**src/rtl/seq_input_conditioner.sv**
```systemverilog
// seq_input_conditioner: synchronizes and debounces a raw multi-bit code and
// hands each newly accepted code downstream over a valid/ready handshake.
`default_nettype none

module seq_input_conditioner #(
  parameter int WIDTH           = 7,
  parameter int DEBOUNCE_CYCLES = 16
) (
  input  logic             clk,
  input  logic             nRst,
  input  logic [WIDTH-1:0] m_sequence_raw,
  output logic [WIDTH-1:0] seq_code,
  output logic             seq_valid,
  input  logic             seq_ready,
  output logic             seq_overrun,
  output logic             busy
);

  localparam int            CW      = $clog2(DEBOUNCE_CYCLES);
  localparam logic [CW-1:0] CNT_MAX = CW'(DEBOUNCE_CYCLES - 1);

  typedef enum logic [0:0] {
    IDLE   = 1'b0,
    SETTLE = 1'b1
  } state_t;

  state_t           state;
  state_t           state_next;
  logic [WIDTH-1:0] sync1;
  logic [WIDTH-1:0] s;
  logic [WIDTH-1:0] acc;
  logic [WIDTH-1:0] cand;
  logic [CW-1:0]    cnt;
  logic             load_cand;
  logic             inc_cnt;
  logic             emit;

  always_ff @(posedge clk or negedge nRst) begin
    if (!nRst) begin
      sync1 <= '0;
      s     <= '0;
    end else begin
      sync1 <= m_sequence_raw;
      s     <= sync1;
    end
  end

  always_ff @(posedge clk or negedge nRst) begin
    if (!nRst) state <= IDLE;
    else       state <= state_next;
  end

  always_comb begin
    state_next = state;
    load_cand  = 1'b0;
    inc_cnt    = 1'b0;
    emit       = 1'b0;
    case (state)
      IDLE: begin
        if (s != acc) begin
          load_cand  = 1'b1;
          state_next = SETTLE;
        end
      end
      SETTLE: begin
        if (s != cand) begin
          load_cand = 1'b1;
        end else if (cnt < CNT_MAX) begin
          inc_cnt = 1'b1;
        end else begin
          // A candidate equal to acc means the input glitched and came back.
          emit       = (cand != acc);
          state_next = IDLE;
        end
      end
      default: state_next = IDLE;
    endcase
  end

  always_ff @(posedge clk or negedge nRst) begin
    if (!nRst) begin
      cand        <= '0;
      cnt         <= '0;
      acc         <= '0;
      seq_code    <= '0;
      seq_valid   <= 1'b0;
      seq_overrun <= 1'b0;
      busy        <= 1'b0;
    end else begin
      if (load_cand) begin
        cand <= s;
        cnt  <= '0;
      end else if (inc_cnt) begin
        cnt <= cnt + CW'(1);
      end
      if (emit) begin
        acc      <= cand;
        seq_code <= cand;
      end
      seq_valid   <= emit | (seq_valid & ~seq_ready);
      // Overrun only when the pending code is lost, not when it leaves this edge.
      seq_overrun <= emit & seq_valid & ~seq_ready;
      busy        <= (state_next == SETTLE);
    end
  end

endmodule

`default_nettype wire

```
**config.mk**
```make
export PLATFORM = sky130hd
export DESIGN_NAME = seq_input_conditioner
export DESIGN_NICKNAME = d
export VERILOG_FILES = /design/src/rtl/seq_input_conditioner.sv
export SDC_FILE = /design/constraint.sdc
export NUM_CORES = 1
export LEC_CHECK = 0
export ABC_AREA = 1
export CORE_MARGIN = 8
export CORE_UTILIZATION = 40
export CTS_CLUSTER_SIZE = 20
export DETAILED_ROUTE_END_ITERATION = 12
export PLACE_DENSITY_LB_ADDON = 0.05
export SLEW_MARGIN = 40
export SYNTH_ARGS = -nofsm -noshare
export SYNTH_HDL_FRONTEND = slang
export SYNTH_SLANG_ARGS = --single-unit
```
**constraint.sdc**
```tcl
create_clock -name clk -period 1.5 [get_ports clk]
set_clock_uncertainty 0.05 [all_clocks]
set_input_delay 0.3 -clock clk [delete_from_list [all_inputs] [get_ports clk]]
set_output_delay 0.3 -clock clk [all_outputs]
set_load 0.1 [all_outputs]
```
* Word level (Yosys, flattened, before mapping)
Cells that the tools add are included.
** Storage, ports and cells
- Memories kept :: 0
- ROM bits :: 0
- Input bits :: 10
- Word-level logic and storage cells :: 33
- Bits in latches :: 0
- Bits in writable memories :: 0
- Output and inout bits :: 10
- Bits in registers :: 35
** Cells by class
- Bitwise gates (word level) :: 6
- Magnitude comparators :: 1
- Multiplexer cells :: 13
- Divide/modulo/power cells :: 0
- Multiply operators :: 0
- Reductions and logical operators :: 1
- Shift-type cells :: 0
- Add/subtract/negate cells :: 1
- Eq/ne operators :: 3
** Operators by type and width (count)
- != test 7 bit :: 3
- two-way mux 1 bit :: 9
- two-way mux 4 bit :: 2
- adder 4 x 1 -> 4 bit, second input constant :: 1
- less-than comparator 4 bit, second input constant :: 1
- one-hot mux 1 bit (2 select lines) :: 2
- bitwise AND 1 bit :: 3
- NOT 1 bit :: 2
- nonzero test 2 bit :: 1
- OR 1 bit :: 1

* Longest topological paths before layout
Gate-level depths: netlist of run 1.
- Word-level depth :: 6
- Depth in mapped cells :: 11
- Mapped depth without buffers :: 10

* Least setup slack after synthesis of run 1
Ideal clock, no wire load.
- Kind :: flip-flop to flip-flop
- Start :: reg acc[4]
- End :: reg acc[3]
- Buffers on the path :: 0
- Data arrival time :: 1.728 ns
- Required time :: 1.327 ns
- Setup slack :: -0.400 ns
- Period minus slack after synthesis :: 1.900 ns
- Stages on the path, launching flop included :: 10
- Library setup time :: 0.123 ns
- Cells stage by stage :: dfrtp_1 inv_1 nand2_1 nand2_1 nand2_1 nor2_1 nand2_1 nand3_4 nand2_1 nand2_1
** On the way
- Cells in the longest elaborated chain, start to end :: 4
** RTL lines
- start, declared :: line 31 : logic [WIDTH-1:0] acc;
- start signal, assigned :: line 97 : acc <= cand;
- != test 7 bit :: line 72 : emit = (cand != acc);
- two-way mux 1 bit :: line 68 : end else if (cnt < CNT_MAX) begin
- two-way mux 1 bit :: line 66 : if (s != cand) begin
- two-way mux 1 bit :: line 58 : case (state)
No other way between the ends.
A chain may end at the register's enable or synchronous reset.

* Worst setup path after layout of run 1
- Start :: reg cand[5]
- End :: reg acc[6]
** On the way
- Cells in the longest elaborated chain, start to end :: 4
- Elaborated cells between the ends (all ways) :: 5
- Classes of those cells :: 2 x eq/ne; 3 x mux
** RTL lines
- start, declared :: line 32 : logic [WIDTH-1:0] cand;
- start signal, assigned :: line 91 : cand <= s;
- != test 7 bit :: line 72
- two-way mux 1 bit :: line 68
- two-way mux 1 bit (*) :: line 66
- two-way mux 1 bit (*) :: line 58
Every way passes the cells marked *; elsewhere a longest branch is shown, timed or not.

==> flow_results.org, run 1 <==
** Run status
- The flow ran to the end, and the final reports show no timing, DRC or antenna violations.

** Global routing
- Global Route met2 Usage :: 22.83%
- Antenna violations before repair :: 0
- Summed over all layers, the global routing overflow is 0.
- In the global route stage, overall resource usage came out at 13.56%.
- The first global-routing pass estimated 6824 um of wire.
- Met3 routing resource usage after global routing :: 4.048%
- Routing layer with the top usage in global route :: met2
- Via count of the first global-routing pass :: 1460
- Global routing consumed, on the met1 layer, 15.61% of the routing resources.
- Entering global routing, the biggest net connects 36 pins.

** Cells and area
- Total inserted antenna cells :: 0
- Commonest non-fill, non-tap cell in the layout :: nand2_1
- After the last flow step, the layout net total stands at 267.
- Fin util :: 58.81%
- Post-route non-filler standard cell count :: 308
- The multi-input combinational cells in the finished layout cover a total of 838.3 um2.
- Area added between synthesis and finish :: 45.15%
- The post-route netlist has 44.14% of its cells at a drive strength greater than 1.
- The layout has 371 filler cells.
- Area taken by flip-flops and latches :: 912.1 um2
- The top cell types in the final layout, fill and taps aside, are nand2_1 (65), nand2_2 (23), dfrtp_1 (22), buf_4 (22), inv_1 (14).

** Power
- Fraction of power consumed by the clock network :: 35.9%
- Net switching fraction of the power :: 25.52%
- Cell-internal power :: 0.001445 W
- VDD sags by at most 567.2 uV.
- Static Leak :: 1.249 nW
- Power density over cell area :: 779.1 nW/um2
- Summed over all nets, the switching power comes to 0.0004952 W.
- Sequential Power Share :: 52.0%
- Of the total power, combinational logic draws 12.2%.

** Placement
- Count of input and output buffers :: 19
- Detailed placer's ending HPWL :: 2782 um
- The congestion estimate from routability-driven global placement came to 0.8597.
- The number of placed instances, taps included, is 280.

** Die
- 20 I/O pins were placed.
- In this run the standard cell core region covers 4234 um2.
- Initial Utilization :: 40.51%
- From bottom edge to top edge, the die measures 81.49 um.
- The die covers 6640 um2.
- Core Rows :: 24
- In this run the horizontal extent of the chip is 81.49 um.

** Timing
- Final-report setup violation count :: 0
- The final hold violation count is 0.
- Headroom to the max-slew limit :: 87.07%
- The worst path uses 98.62% of the clock period.
- Based on the critical path, the design can be clocked at up to 676.0 MHz.
- Worst-Margin Slew :: 0.1940 ns
- Fin crit period :: 1.479 ns
- Max-slew violation count :: 0
- Unrepaired setup endpoints after global routing :: true

** Clock network
- The clock reaches the later pin of the worst-skew pair after 0.29 ns.
- The clock passes through at most 2 buffers.
- Cell at the root of the clock tree :: clkbuf_8
- Counting the buffers created by CTS gives 5.
- Clock edge transition at the registers on the reported setup and hold paths :: 0.07 ns
- CTS sink count :: 35
- CTS HTree Levels :: 2
- TritonCTS built the clock tree.

** Yosys
- After synthesis, the largest area contributor takes up 51.06% of total cell area.
- Post-synth top flop :: dfrtp_1
- The share of the Yosys chip area taken by registers is 51.06%.
- After synthesis, the share of flip-flops with an asynchronous set or reset is 100.0%.
- The biggest area contributor in the post-synthesis netlist is dfrtp_1.
- When the netlist entered floorplanning its net count stood at 218.
- Register bit total from synthesis :: 35
- By area the synthesized netlist is led by dfrtp_1 (51%), nand2_1 (19%), inv_1 (4.4%), nand4_1 (3.6%), xnor2_1 (3.6%).
- Synth Cell Area :: 1715 um2
- Number of distinct library cell variants in the gate-level netlist after synthesis :: 21
- Yosys printed 0 warnings.
- In this run, synthesis inferred 0 flip-flops with an integrated enable.
- Counting every instance in the synthesized netlist gives 207.
- The average instance in the mapped netlist occupies 8.287 um2.

** Route
- Vias after detailed routing :: 1477
- Drt first pass iters :: 4
- For this block, the routed nets add up to 4234 um of wire.
- After detailed routing, the number of remaining DRC violations is 0.
- Detailed router's first-iteration violation count :: 54
- Mean number of vias per cell :: 4.795
- Wire length per cell after detailed routing :: 13.75 um
- Antenna-violating nets left :: 0

** Critical path
- Endpoint kind of the worst setup timing path :: flop
- Crit path from :: cand[5]
- In this run the worst path has a maximum fanout of 8.
- STA puts the critical path data arrival time at 1.60 ns.
- For the worst setup path, the data required time is 1.62 ns.
- The critical path is of the reg2reg type.
- The worst register-to-register path has a depth of 9.
- Source of the worst register-to-register timing path :: cand[5]
- STA classifies the critical path startpoint as a flop.

** Min path
- Startpoint of the lowest-slack hold path :: sync1[5]
- The tightest min-delay check is of the reg2reg type.
- Along the worst hold path, the cell count comes to 0.

** Job
- Max_cap viols :: 0
==> path summary, 6_finish.rpt <==
path	to	slack, ns
min in group asynchronous	s[5]	0.33
min reg2reg	s[5]	0.30
max	acc[6]	0.02
max in group asynchronous	acc[6]	0.87
min	s[5]	0.30
max reg2reg	acc[6]	0.02
==> metrics by stage <==
step	total power [W]	hold WS [ns]	worst slack (ns)	TNS, ns	instance area (um2)
2_1_floorplan	0.001125	-0.04559	0.004456	0	1753
3_3_place_gp	0.001196	0.2820	-0.05614	-0.3736	2128
3_5_place_dp	0.001200	0.2864	-0.05748	-0.3473	2128
4_1_cts	0.001914	0.3022	0.005901	0	2275
5_1_grt	0.002022	0.3041	-0.08324	-0.7381	2490
6_report	0.001940	0.3002	0.02063	0	2490
==> power groups by stage <==
| stage | registers (W) | clock network [W] | logic, W |
|---|---|---|---|
| floorplan | 0.00102 | 0 | 0.000108 |
| global placement | 0.00102 | 0 | 0.000174 |
| detailed placement | 0.00102 | 0 | 0.000177 |
| CTS | 0.00100 | 0.000722 | 0.000188 |
| global route | 0.00101 | 0.000750 | 0.000260 |
| finish | 0.00101 | 0.000696 | 0.000236 |
==> flip-flops by register name, indices dropped and copies added (netlist names) <==
name	cells
cand	7
sync1	7
busy	1
s	7
cnt	4
seq_valid	1
seq_overrun	1
acc	7
==> cells by family after synthesis <==
group	share of synthesized area (%)
AND/OR/NAND/NOR	33.33
buffers and inverters	7.293
flip-flops	51.06
AO/OA/AOI/OAI	2.991
adder cells (fa/ha/maj)	0.7293
XOR/XNOR	4.595
==> cell type report <==
type                            instances  area share (%)
Timing Repair Buffer                   42           19.10
Tap cell                               52           2.613
Clock buffer                            6           3.317
Clock inverter                          1          0.2010
Inverter                               29           4.472
Sequential cell                        35           36.63
Multi-Input combinational cell        143           33.67
==> timing repair <==
action | in CTS | in global routing
pin swaps | 2 | 15
setup buffers | 5 | 15
hold buffers | 0 | 0
cloned | 0 | 1
resized for setup | 6 | 36
setup endpoints to repair | 15 | 21
==> metal layers <==
metal	share of wire (%)	vias up
met1	42	708
met4	2.5	0
met2	51	29
li1	-	730
met5	0	-
met3	4.4	10
==> cell usage after synthesis, types with 3 or more instances <==
cell / n
nand3_1: 7
o21ai_2: 3
nand4_1: 10
nand2_2: 5
inv_2: 7
o21ai_1: 4
dfrtp_1: 35
nand2_1: 85
inv_1: 20
xnor2_1: 7
nor2_1: 11
==> worst max-delay path, cell delays in order, from the launching register on <==
cell	delay, ns
dfrtp_1	0.41
buf_4	0.16
nand2_1	0.07
nand2_1	0.09
nand2_1	0.10
nor2_2	0.06
nand2_4	0.12
nand3_4	0.16
nand2_2	0.10
nand2_1	0.05
Note: power is estimated with default switching activity, not from simulation.
==> inputs of run 2 (changes only) <==
--- a/config.mk
+++ b/config.mk
@@ -10,6 +10,7 @@
 export CORE_UTILIZATION = 40
 export CTS_CLUSTER_SIZE = 20
 export DETAILED_ROUTE_END_ITERATION = 12
+export HOLD_SLACK_MARGIN = 0.03
 export PLACE_DENSITY_LB_ADDON = 0.05
 export SLEW_MARGIN = 40
 export SYNTH_ARGS = -nofsm -noshare
==> results of run 2 <==
The final DEF is identical to that of run 1; final timing and power are the same.
